===== src/rtl/stall_pipe_n_pkg.sv =====
// Shared types and helpers for the stallable N-stage pipeline.
package stall_pipe_pkg;

    // Bits needed to count 0..depth inclusive.
    function automatic int unsigned cnt_w(input int unsigned depth);
        return $clog2(depth + 1);
    endfunction

endpackage


===== src/rtl/stall_pipe_n_if.sv =====
// Producer/consumer handshake bundle of the stallable pipeline.
interface stall_pipe_n_if #(
    parameter int unsigned WIDTH = 32,
    parameter int unsigned DEPTH = 4
);
    import stall_pipe_pkg::*;

    localparam int unsigned CNT_W = cnt_w(DEPTH);

    logic               in_valid;
    logic [WIDTH-1:0]   in_data;
    logic               in_allowin;
    logic [DEPTH-1:0]   stage_ready_go;
    logic               flush;
    logic               out_valid;
    logic [WIDTH-1:0]   out_data;
    logic               out_allow;
    logic [DEPTH-1:0]   stage_valid;
    logic [CNT_W-1:0]   occupancy;

    // Driver side: producer, consumer and stall/flush control.
    modport master (
        output in_valid, in_data, stage_ready_go, flush, out_allow,
        input  in_allowin, out_valid, out_data, stage_valid, occupancy
    );

    // Pipeline side.
    modport slave (
        input  in_valid, in_data, stage_ready_go, flush, out_allow,
        output in_allowin, out_valid, out_data, stage_valid, occupancy
    );

endinterface


===== src/rtl/stall_pipe_n_stage.sv =====
// One valid+data register stage with a valid/allowin handshake.
module stall_pipe_stage #(
    parameter int unsigned WIDTH = 32
) (
    input  logic             clk,
    input  logic             rst,
    input  logic             prev_go_i,
    input  logic [WIDTH-1:0] prev_data_i,
    input  logic             ready_go_i,
    input  logic             next_allowin_i,
    input  logic             flush_i,
    output logic             allowin_o,
    output logic             go_o,
    output logic             valid_o,
    output logic [WIDTH-1:0] data_o
);

    logic             valid_q;
    logic             valid_d;
    logic [WIDTH-1:0] data_q;
    logic [WIDTH-1:0] data_d;

    // Stage can take a new item when empty or when its item leaves this cycle.
    assign allowin_o = !valid_q || (ready_go_i && next_allowin_i);
    assign go_o      = valid_q && ready_go_i;
    assign valid_o   = valid_q;
    assign data_o    = data_q;

    // Next valid/data: flush kills, allowin loads from the previous stage, else hold.
    always_comb begin
        valid_d = valid_q;
        data_d  = data_q;
        if (flush_i) begin
            valid_d = 1'b0;
        end else if (allowin_o) begin
            valid_d = prev_go_i;
            if (prev_go_i) begin
                data_d = prev_data_i;
            end
        end
    end

    // Valid bit, cleared by synchronous reset.
    always_ff @(posedge clk) begin
        if (rst) begin
            valid_q <= 1'b0;
        end else begin
            valid_q <= valid_d;
        end
    end

    // Payload register; no reset needed since valid qualifies it.
    always_ff @(posedge clk) begin
        data_q <= data_d;
    end

endmodule


===== src/rtl/stall_pipe_n.sv =====
// Parametrised DEPTH-stage stallable pipeline with flush and occupancy count.
module stall_pipe_n
    import stall_pipe_pkg::*;
#(
    parameter int unsigned WIDTH = 32,
    parameter int unsigned DEPTH = 4
) (
    input  logic          clk,
    input  logic          rst,
    stall_pipe_n_if.slave pipe_if
);

    localparam int unsigned CNT_W = cnt_w(DEPTH);

    logic [DEPTH-1:0] valid_vec;
    logic             first_allowin;
    logic             last_go;
    logic [WIDTH-1:0] last_data;
    logic             in_allowin_c;
    logic             out_valid_c;
    logic             accept;
    logic             xfer;
    logic [CNT_W-1:0] cnt_q;
    logic [CNT_W-1:0] cnt_d;

    // Stage chain: each stage owns its handshake wires so the allowin ripple stays acyclic per signal.
    for (genvar i = 0; i < DEPTH; i++) begin : g_stage
        logic             prev_go_w;
        logic [WIDTH-1:0] prev_data_w;
        logic             next_allowin_w;
        logic             allowin_w;
        logic             go_w;
        logic             valid_w;
        logic [WIDTH-1:0] data_w;

        if (i == 0) begin : g_head
            assign prev_go_w   = pipe_if.in_valid;
            assign prev_data_w = pipe_if.in_data;
        end else begin : g_body
            assign prev_go_w   = g_stage[i-1].go_w;
            assign prev_data_w = g_stage[i-1].data_w;
        end

        if (i == DEPTH - 1) begin : g_tail
            assign next_allowin_w = pipe_if.out_allow;
        end else begin : g_link
            assign next_allowin_w = g_stage[i+1].allowin_w;
        end

        stall_pipe_stage #(
            .WIDTH(WIDTH)
        ) u_stage (
            .clk           (clk),
            .rst           (rst),
            .prev_go_i     (prev_go_w),
            .prev_data_i   (prev_data_w),
            .ready_go_i    (pipe_if.stage_ready_go[i]),
            .next_allowin_i(next_allowin_w),
            .flush_i       (pipe_if.flush),
            .allowin_o     (allowin_w),
            .go_o          (go_w),
            .valid_o       (valid_w),
            .data_o        (data_w)
        );

        assign valid_vec[i] = valid_w;
    end

    assign first_allowin = g_stage[0].allowin_w;
    assign last_go       = g_stage[DEPTH-1].go_w;
    assign last_data     = g_stage[DEPTH-1].data_w;

    // Boundary handshakes: no transfer on either side completes during a flush.
    assign in_allowin_c = first_allowin && !pipe_if.flush;
    assign out_valid_c  = last_go && !pipe_if.flush;
    assign accept       = pipe_if.in_valid && in_allowin_c;
    assign xfer         = out_valid_c && pipe_if.out_allow;

    // Occupancy next value: cleared by flush, otherwise tracks accepts minus transfers.
    always_comb begin
        cnt_d = cnt_q;
        if (pipe_if.flush) begin
            cnt_d = '0;
        end else begin
            case ({accept, xfer})
                2'b10:   cnt_d = cnt_q + CNT_W'(1);
                2'b01:   cnt_d = cnt_q - CNT_W'(1);
                default: cnt_d = cnt_q;
            endcase
        end
    end

    // Occupancy register.
    always_ff @(posedge clk) begin
        if (rst) begin
            cnt_q <= '0;
        end else begin
            cnt_q <= cnt_d;
        end
    end

    assign pipe_if.in_allowin  = in_allowin_c;
    assign pipe_if.out_valid   = out_valid_c;
    assign pipe_if.out_data    = last_data;
    assign pipe_if.stage_valid = valid_vec;
    assign pipe_if.occupancy   = cnt_q;

endmodule


===== src/flat_wrapper.sv =====
// flat-port wrapper written by rule: the top's interface ports become plain ports
module stall_pipe_n_flat import stall_pipe_pkg::*;
#(
    parameter int unsigned WIDTH = 32,
    parameter int unsigned DEPTH = 4
)
  (clk, rst, pipe_if_in_valid, pipe_if_in_data, pipe_if_stage_ready_go, pipe_if_flush, pipe_if_out_allow, pipe_if_in_allowin, pipe_if_out_valid, pipe_if_out_data, pipe_if_stage_valid, pipe_if_occupancy);
  stall_pipe_n_if #(.WIDTH(WIDTH), .DEPTH(DEPTH)) pipe_if_i ();
  input  logic clk;
  input  logic rst;
  input wire logic [$bits(pipe_if_i.in_valid)-1:0] pipe_if_in_valid;
  input wire logic [$bits(pipe_if_i.in_data)-1:0] pipe_if_in_data;
  input wire logic [$bits(pipe_if_i.stage_ready_go)-1:0] pipe_if_stage_ready_go;
  input wire logic [$bits(pipe_if_i.flush)-1:0] pipe_if_flush;
  input wire logic [$bits(pipe_if_i.out_allow)-1:0] pipe_if_out_allow;
  output wire logic [$bits(pipe_if_i.in_allowin)-1:0] pipe_if_in_allowin;
  output wire logic [$bits(pipe_if_i.out_valid)-1:0] pipe_if_out_valid;
  output wire logic [$bits(pipe_if_i.out_data)-1:0] pipe_if_out_data;
  output wire logic [$bits(pipe_if_i.stage_valid)-1:0] pipe_if_stage_valid;
  output wire logic [$bits(pipe_if_i.occupancy)-1:0] pipe_if_occupancy;
  assign pipe_if_i.in_valid = pipe_if_in_valid;
  assign pipe_if_i.in_data = pipe_if_in_data;
  assign pipe_if_i.stage_ready_go = pipe_if_stage_ready_go;
  assign pipe_if_i.flush = pipe_if_flush;
  assign pipe_if_i.out_allow = pipe_if_out_allow;
  assign pipe_if_in_allowin = pipe_if_i.in_allowin;
  assign pipe_if_out_valid = pipe_if_i.out_valid;
  assign pipe_if_out_data = pipe_if_i.out_data;
  assign pipe_if_stage_valid = pipe_if_i.stage_valid;
  assign pipe_if_occupancy = pipe_if_i.occupancy;
  stall_pipe_n #(.WIDTH(WIDTH), .DEPTH(DEPTH)) u_core (.clk(clk), .rst(rst), .pipe_if(pipe_if_i));
endmodule

===== config.mk =====
export PLATFORM = sky130hd
export DESIGN_NAME = stall_pipe_n_flat
export DESIGN_NICKNAME = d
export VERILOG_FILES = /design/src/rtl/stall_pipe_n_pkg.sv /design/src/rtl/stall_pipe_n_if.sv /design/src/rtl/stall_pipe_n_stage.sv /design/src/rtl/stall_pipe_n.sv /design/src/flat_wrapper.sv
export SDC_FILE = /design/constraint.sdc
export NUM_CORES = 1
export LEC_CHECK = 0
export BUFFER_PORTS_ARGS = -buffer_cell sky130_fd_sc_hd__buf_2
export CORE_MARGIN = 2
export CORE_UTILIZATION = 52
export DETAILED_ROUTE_END_ITERATION = 10
export PLACE_DENSITY = 0.82
export RECOVER_POWER = 25
export SLEW_MARGIN = 20
export SYNTH_ARGS = -nofsm -noshare
export SYNTH_HDL_FRONTEND = slang
export SYNTH_SLANG_ARGS = --single-unit

===== constraint.sdc =====
create_clock -name clk -period 8.75 [get_ports clk]
set_input_delay 1.75 -clock clk [delete_from_list [all_inputs] [get_ports clk]]
set_output_delay 1.75 -clock clk [all_outputs]
set_load 0.05 [all_outputs]

# Word level (Yosys, flattened, before mapping)
# Index checks and enable logic that the tools add are counted.
# op_classes
reduce_logical	27
bitwise	1
add_sub_neg	2
n_mux	1
eq_ne	2
# ops
cell	n
$logic_and 1x1->1	12
$reduce_and 3->1	4
$pmux 3 s2	1
$logic_not 1->1	5
$logic_or 1x1->1	4
$add 3x1->3 const B	1
$sub 3x1->3 const B	1
$eq 2x1->1 const B	1
$eq 2x2->1 const B	1
$reduce_bool 2->1	1
$reduce_or 2->1	1
$not 1->1	1
# word_totals
wordCells	42
regBits	135

# Logic depth before layout (Yosys ltp)
# Gate-level depths: netlist (run 1).
# logic_depth
ltp_word	12
depth_mapped	8
depth_no_buf	8

# Modules after synthesis
# A second synthesis (run 1) with hierarchy kept.
# hier_totals
hier_cells	177
area_unflattened_um2	4340.4
# by_module_without_submodules
module	cells_each	area_per_inst_um2	instances	seq_area_each_um2
stall_pipe_stage	39	1034.7	4	980.9
stall_pipe_n	21	201.4	1	60.1

# Worst setup path after synthesis (run 1)
# OpenSTA, ideal clock, no wires.
# synth_path
path_kind	input-to-reg
startpoint	input port pipe_if_out_allow
endpoint	register u_core.g_stage[2].u_stage.data_q[0] (enable)
t_required_ns	8.282
arrival_time_ns	4.474
path_slack_ns	3.808
stages	3
path_buffers	0
path_cell_list	nand2_1 a31oi_1 nor3b_1
# synth_via
elab_chain_len	5
# synth_rtl
element	line	source
start: declaration	flat_wrapper.sv:15	input wire logic [$bits(pipe_if_i.out_allow)-1:0] pipe_if_out_allow;
$logic_and 1x1->1	stall_pipe_n_stage.sv:24	assign allowin_o = !valid_q || (ready_go_i && next_allowin_i);
$logic_or 1x1->1	stall_pipe_n_stage.sv:24	
$logic_and 1x1->1	stall_pipe_n_stage.sv:24	
$logic_or 1x1->1	stall_pipe_n_stage.sv:24	
$reduce_and 3->1 (no source line)	n/a	
end signal: assignment	stall_pipe_n_stage.sv:54	data_q <= data_d;
end: declaration	stall_pipe_n_stage.sv:20	logic [WIDTH-1:0] data_q;
# Every way passes these cells.
# A chain may end at the register's enable or synchronous reset.

# Worst setup path in the final report (run 1)
# layout_path
startpoint	input port pipe_if_stage_ready_go[3]
endpoint	output port pipe_if_in_allowin
# layout_via
elab_chain_len	9
# layout_rtl
element	line	source
start: declaration	flat_wrapper.sv:13	input wire logic [$bits(pipe_if_i.stage_ready_go)-1:0] pipe_if_stage_ready_go;
$logic_and 1x1->1	stall_pipe_n_stage.sv:24	
$logic_or 1x1->1	stall_pipe_n_stage.sv:24	
$logic_and 1x1->1	stall_pipe_n_stage.sv:24	
$logic_or 1x1->1	stall_pipe_n_stage.sv:24	
$logic_and 1x1->1	stall_pipe_n_stage.sv:24	
$logic_or 1x1->1	stall_pipe_n_stage.sv:24	
$logic_and 1x1->1	stall_pipe_n_stage.sv:24	
$logic_or 1x1->1	stall_pipe_n_stage.sv:24	
$logic_and 1x1->1	stall_pipe_n.sv:74	assign in_allowin_c = first_allowin && !pipe_if.flush;
end: declaration	flat_wrapper.sv:16	output wire logic [$bits(pipe_if_i.in_allowin)-1:0] pipe_if_in_allowin;
# Every way passes these cells.

==> flow_metrics.env, run 1 <==
export IMPL_outcome="complete, no violations"
export IMPL_path_max_fanout=6
export IMPL_drtAntennaViolNets=0
export IMPL_row_count=33
export IMPL_hold_viol=0
export IMPL_syn_avg_cell_area_um2=23.8
export IMPL_die_area_mm2=0.00899
export IMPL_initial_core_util=0.530
export IMPL_dpl_instance_area_mm2=0.00484
export IMPL_place_inst=365
export IMPL_fin_crit_ns=4.74
export IMPL_synth_edf_count=128
export IMPL_ys_warn_count=0
export IMPL_cp_data_arrival_time_ns=2.99
export IMPL_cts_hold_buf=0
export IMPL_diodes=0
export IMPL_syn_inst=180
export IMPL_fin_util=0.669
export IMPL_final_cell_mix="edfxtp_1, buf_2, clkbuf_16"
export IMPL_synth_distinct_cells=28
export IMPL_tns_ns=0
export IMPL_required_ns=7.00
export IMPL_tritoncts="yes"
export IMPL_drc=0
export IMPL_timing_final_crit_share=0.542
export IMPL_cts_resized_gates=0
export IMPL_setup_viol=0
export IMPL_crit_type="in2out"
export IMPL_max_slew_margin=0.682
export IMPL_drt_pass1_iterations=4
export IMPL_drv_cap=0
export IMPL_critical_path_startpoint_type="input port"
export IMPL_die_h_um=94.8
export IMPL_grt_pass1_wl_mm=9.01
export IMPL_path_clk_slew_ns=0.06
export IMPL_holdCritPathClass="reg2reg"
export IMPL_stdcell_count=397
export IMPL_core_mm2=0.00809
export IMPL_power_leakage_uw=0.00195
export IMPL_drt_iter0_drc=75
export IMPL_antenna_found_initial=0
export IMPL_grt_usage=0.147
export IMPL_maxSlewViolCount=0
export IMPL_area_delta_synth_final_pct=26.4
export IMPL_postLayoutCellArea_mm2=0.00542
export IMPL_vias_per_cell=4.81
export IMPL_post_cts_buffers=0
export IMPL_cts_buffer_depth=2
export IMPL_nets=322
export IMPL_die_w_um=94.8
export IMPL_cts_num_sinks=135
export IMPL_layout_commonest_cell="edfxtp_1"
export IMPL_fmax_ghz=0.211
export IMPL_numCtsBuffers=17
export IMPL_detail_route_wirelength_mm=5.83
export IMPL_yosysSeqAreaShare=0.929
export IMPL_root_buffer="clkbuf_8"
export IMPL_grt_setup_unrepaired="false"
export IMPL_post_route_cells_drive_above_1_share=0.414
export IMPL_h_tree_depth=4
export IMPL_synth_main_ff_cell="edfxtp_1"
export IMPL_port_buffers=81
export IMPL_vias=1908
export IMPL_holdWs_ns=0.417
export IMPL_hpwl_mm=3.75
export IMPL_wl_per_cell_um=14.7
export IMPL_synthArstFlopShare=0
export IMPL_grt_pass1_vias=1919
export IMPL_gp_congestion=0.750
export IMPL_ir_worst_vdd_uv=175
export IMPL_power_density_mw_per_mm2=261
export IMPL_setup_worst_path_end_class="primary output"
export IMPL_grt_max_degree=33
export IMPL_syn_nets=223
export IMPL_io_pins=82
export IMPL_synth_seq_cells=135
export IMPL_finalClockSkew_ns=0.00823
export IMPL_worst_pin_slew_ns=0.477
export IMPL_synth_area_mm2=0.00429
export IMPL_insertion_delay_ns=0.50
export IMPL_grt_overflow_total=0
==> sequential cells by signal (all words and copies together) (netlist names) <==
| register | count |
|---|---|
| u_core.g_stage.u_stage.valid_o | 4 |
| u_core.g_stage.u_stage.data_o | 128 |
| u_core.pipe_if.occupancy | 3 |
==> synth_stat cells (2+ instances only) <==
| library cell | n | share of area |
|---|---|---|
| nor2_1 | 5 | 0.0044 |
| buf_4 | 4 | 0.0070 |
| o21ai_0 | 2 | 0.0023 |
| dfxtp_1 | 7 | 0.033 |
| nor3b_1 | 2 | 0.0035 |
| o21a_1 | 2 | 0.0035 |
| a21oi_1 | 3 | 0.0035 |
| inv_1 | 2 | 0.0018 |
| edfxtp_1 | 128 | 0.90 |
| nand2_1 | 7 | 0.0061 |
==> worst paths after layout <==
check                                                           from                              endpoint  cells after the start  slack [ns]
worst max-delay path                       pipe_if_stage_ready_go[3]                    pipe_if_in_allowin                      5        4.01
worst min register to register  u_core.g_stage[1].u_stage.data_o[27]  u_core.g_stage[2].u_stage.data_o[27]                      0        0.42
worst max register to register     u_core.g_stage[2].u_stage.valid_o           u_core.pipe_if.occupancy[2]                      8        6.29
worst min-delay path            u_core.g_stage[1].u_stage.data_o[27]  u_core.g_stage[2].u_stage.data_o[27]                      0        0.42
==> metrics by stage <==
| stage | total power [µW] | setup WS [ns] |
|---|---|---|
| CTS | 1430 | 4.00 |
| finish | 1410 | 4.01 |
| floorplan | 739 | 3.81 |
| detailed placement | 752 | 4.01 |
| global placement | 750 | 4.14 |
| global route | 1460 | 3.95 |
==> final cells by class <==
| type | count | area, µm² |
|---|---|---|
| clock buffer | 17 | 414 |
| multi-input combinational | 38 | 279 |
| fill | 574 | 2680 |
| tap | 105 | 131 |
| timing repair buffer | 85 | 435 |
| sequential | 135 | 3980 |
| clock inverter | 15 | 166 |
| inverter | 2 | 7.51 |
==> routing by layer <==
layer	part of all wire	global-route usage
met1	0.38	0.151
met2	0.55	0.246
met3	0.047	0.0575
met4	0.025	0.0990
met5	0	0
==> power breakdown <==
group	leakage, µW	internal [µW]	switching (µW)
logic	0.000447	9.19	14.1
clock network	0.000283	412	264
registers	0.00122	713	2.58
==> cell families after synthesis <==
| group | count (synthesis) | share of synthesized area |
|---|---|---|
| muxes | 1 | 0.00234 |
| xor gates and xnor gates | 2 | 0.00409 |
| buffers and inverters | 7 | 0.00963 |
| AOI/OAI and AO/OA | 14 | 0.0234 |
| and+or+nand+nor | 19 | 0.0236 |
| adders and majority gates | 2 | 0.00759 |
| DFF | 135 | 0.929 |
==> worst max-delay path, cell delays in order <==
cell	delay, ns
buf_2	0.09
nand2_1	0.16
a311oi_2	0.53
o21a_1	0.20
buf_2	0.25
(Power assumes the default switching activity.)
==> inputs of run 2 (changes only) <==
==> constraint.sdc (replaced) <==
create_clock -name clk -period 4.7 [get_ports clk]
set_input_delay 0.94 -clock clk [delete_from_list [all_inputs] [get_ports clk]]
set_output_delay 0.94 -clock clk [all_outputs]
set_load 0.05 [all_outputs]
==> run 2 against run 1 <==
Compared with the run above: critical path depth is the same; combinational power grew 85%; final area hardly changed; largest power group unchanged.
==> flow_metrics.env, run 2 (synthesized netlist as in run 1, its figures left out) <==
export IMPL_min_path_cells=0
export IMPL_seqPwrFrac=0.506
export IMPL_vias=1863
export IMPL_hold_viol=0
export IMPL_outcome="complete, no violations"
export IMPL_grt_pass1_wl_mm=8.88
export IMPL_h_tree_depth=4
export IMPL_die_w_um=94.8
export IMPL_hold_end="u_core.g_stage[1].u_stage.data_o[19]"
export IMPL_detail_route_wirelength_mm=5.90
export IMPL_p_int_uw=2110
export IMPL_diodes=0
export IMPL_cts_hold_buf=0
export IMPL_setup_worst_path_end_class="primary output"
export IMPL_die_area_mm2=0.00899
export IMPL_power_leakage_uw=0.00195
export IMPL_root_buffer="clkbuf_8"
export IMPL_critical_path_startpoint_type="input port"
export IMPL_fmax_ghz=0.326
export IMPL_final_cell_mix="edfxtp_1, buf_2, clkbuf_16"
export IMPL_hp_start="u_core.g_stage[0].u_stage.data_o[19]"
export IMPL_drt_iter0_drc=97
export IMPL_cts_buffer_depth=2
export IMPL_clockPowerShare=0.477
export IMPL_worst_pin_slew_ns=0.863
export IMPL_power_density_mw_per_mm2=486
export IMPL_io_pins=82
export IMPL_tns_ns=0
export IMPL_wl_per_cell_um=14.9
export IMPL_holdWs_ns=0.409
export IMPL_drt_pass1_iterations=4
export IMPL_fin_crit_ns=3.07
export IMPL_netSwitchingPower_uw=520
export IMPL_post_cts_buffers=0
export IMPL_gp_congestion=0.758
export IMPL_tritoncts="yes"
export IMPL_vias_per_cell=4.69
export IMPL_finalClockSkew_ns=0.00861
export IMPL_grt_usage=0.145
export IMPL_regToRegStartpoint="u_core.g_stage[2].u_stage.valid_o"
export IMPL_initial_core_util=0.530
export IMPL_swShare=0.198
export IMPL_r2r_cells=8
export IMPL_row_count=33
export IMPL_largest_reg_flops=128
export IMPL_fill_cells=549
export IMPL_timing_final_crit_share=0.652
export IMPL_path_clk_slew_ns=0.06
export IMPL_grt_max_degree=33
export IMPL_ff_latch_area_mm2=0.00398
export IMPL_drtAntennaViolNets=0
export IMPL_power_total_uw=2630
export IMPL_layout_commonest_cell="edfxtp_1"
export IMPL_cp_data_arrival_time_ns=2.13
export IMPL_core_mm2=0.00809
export IMPL_grt_pass1_vias=1798
export IMPL_port_buffers=81
export IMPL_rr_endpoint="u_core.pipe_if.occupancy[2]"
export IMPL_antenna_found_initial=0
export IMPL_cts_resized_gates=0
export IMPL_numCtsBuffers=17
export IMPL_hpwl_mm=3.84
export IMPL_grt_setup_unrepaired="false"
export IMPL_path_max_fanout=6
export IMPL_reg2reg_slack_ns=2.28
export IMPL_insertion_delay_ns=0.50
export IMPL_required_ns=3.76
export IMPL_die_h_um=94.8
export IMPL_cts_num_sinks=135
export IMPL_ir_worst_vdd_uv=337
export IMPL_post_route_cells_drive_above_1_share=0.414
export IMPL_max_slew_margin=0.423
export IMPL_grt_overflow_total=0
export IMPL_setup_viol=0
export IMPL_holdCritPathClass="reg2reg"
export IMPL_crit_type="in2out"
export IMPL_pwr_share_comb=0.016
export IMPL_nets=322
export IMPL_maxSlewViolCount=0
export IMPL_drc=0
export IMPL_multi_input_area_um2=279
export IMPL_drv_cap=0
export IMPL_area_delta_synth_final_pct=26.3
[run 2: cell type report]
cell class,instances,share of cell area
Sequential cell,135,0.736
Timing Repair Buffer,85,0.0804
Clock buffer,17,0.0765
Multi-Input combinational cell,38,0.0515
Clock inverter,15,0.0303
Tap cell,105,0.0243
Inverter,2,0.00139
[run 2: layer usage]
metal / GRT usage / routed length [µm]
met2: 0.248 / 3310
met5: 0 / 0
met4: 0.0761 / 79
met3: 0.0559 / 275
met1: 0.155 / 2240
[run 2: worst max path at each step]
stage | from | end | cells past startpoint
after detailed placement | pipe_if_stage_ready_go[3] | u_core.pipe_if.occupancy[2] | 9
final | pipe_if_stage_ready_go[3] | pipe_if_in_allowin | 5
after global placement | pipe_if_stage_ready_go[3] | u_core.pipe_if.occupancy[2] | 9
after CTS | pipe_if_stage_ready_go[3] | pipe_if_in_allowin | 5
after floorplan | pipe_if_out_allow | u_core.g_stage[2].u_stage.data_o[0] | 3
after global routing | pipe_if_stage_ready_go[3] | pipe_if_in_allowin | 5
[run 2: through the flow]
stage	cells	cell area, µm²	util	setup WS [ns]
after global placement	365	4840	0.598	1.65
after detailed placement	365	4840	0.598	1.53
after CTS	397	5420	0.669	1.64
after global routing	397	5420	0.669	1.53
after floorplan	180	4290	-	0.568
final	397	5420	0.669	1.63
[run 2: critical path: stages]
cell and delay (ns):
buf_2 0.08, nand2_1 0.15, a311oi_2 0.51, o21a_1 0.19, buf_2 0.25
[run 2: power by group through the flow]
stage	Combinational, µW	Sequential (µW)	Clock (µW)
after floorplan	18.1	1360	0
after global placement	41.6	1360	0
after detailed placement	43.2	1360	0
after CTS	43.6	1330	1280
after global routing	47.7	1330	1340
final	43.0	1330	1260
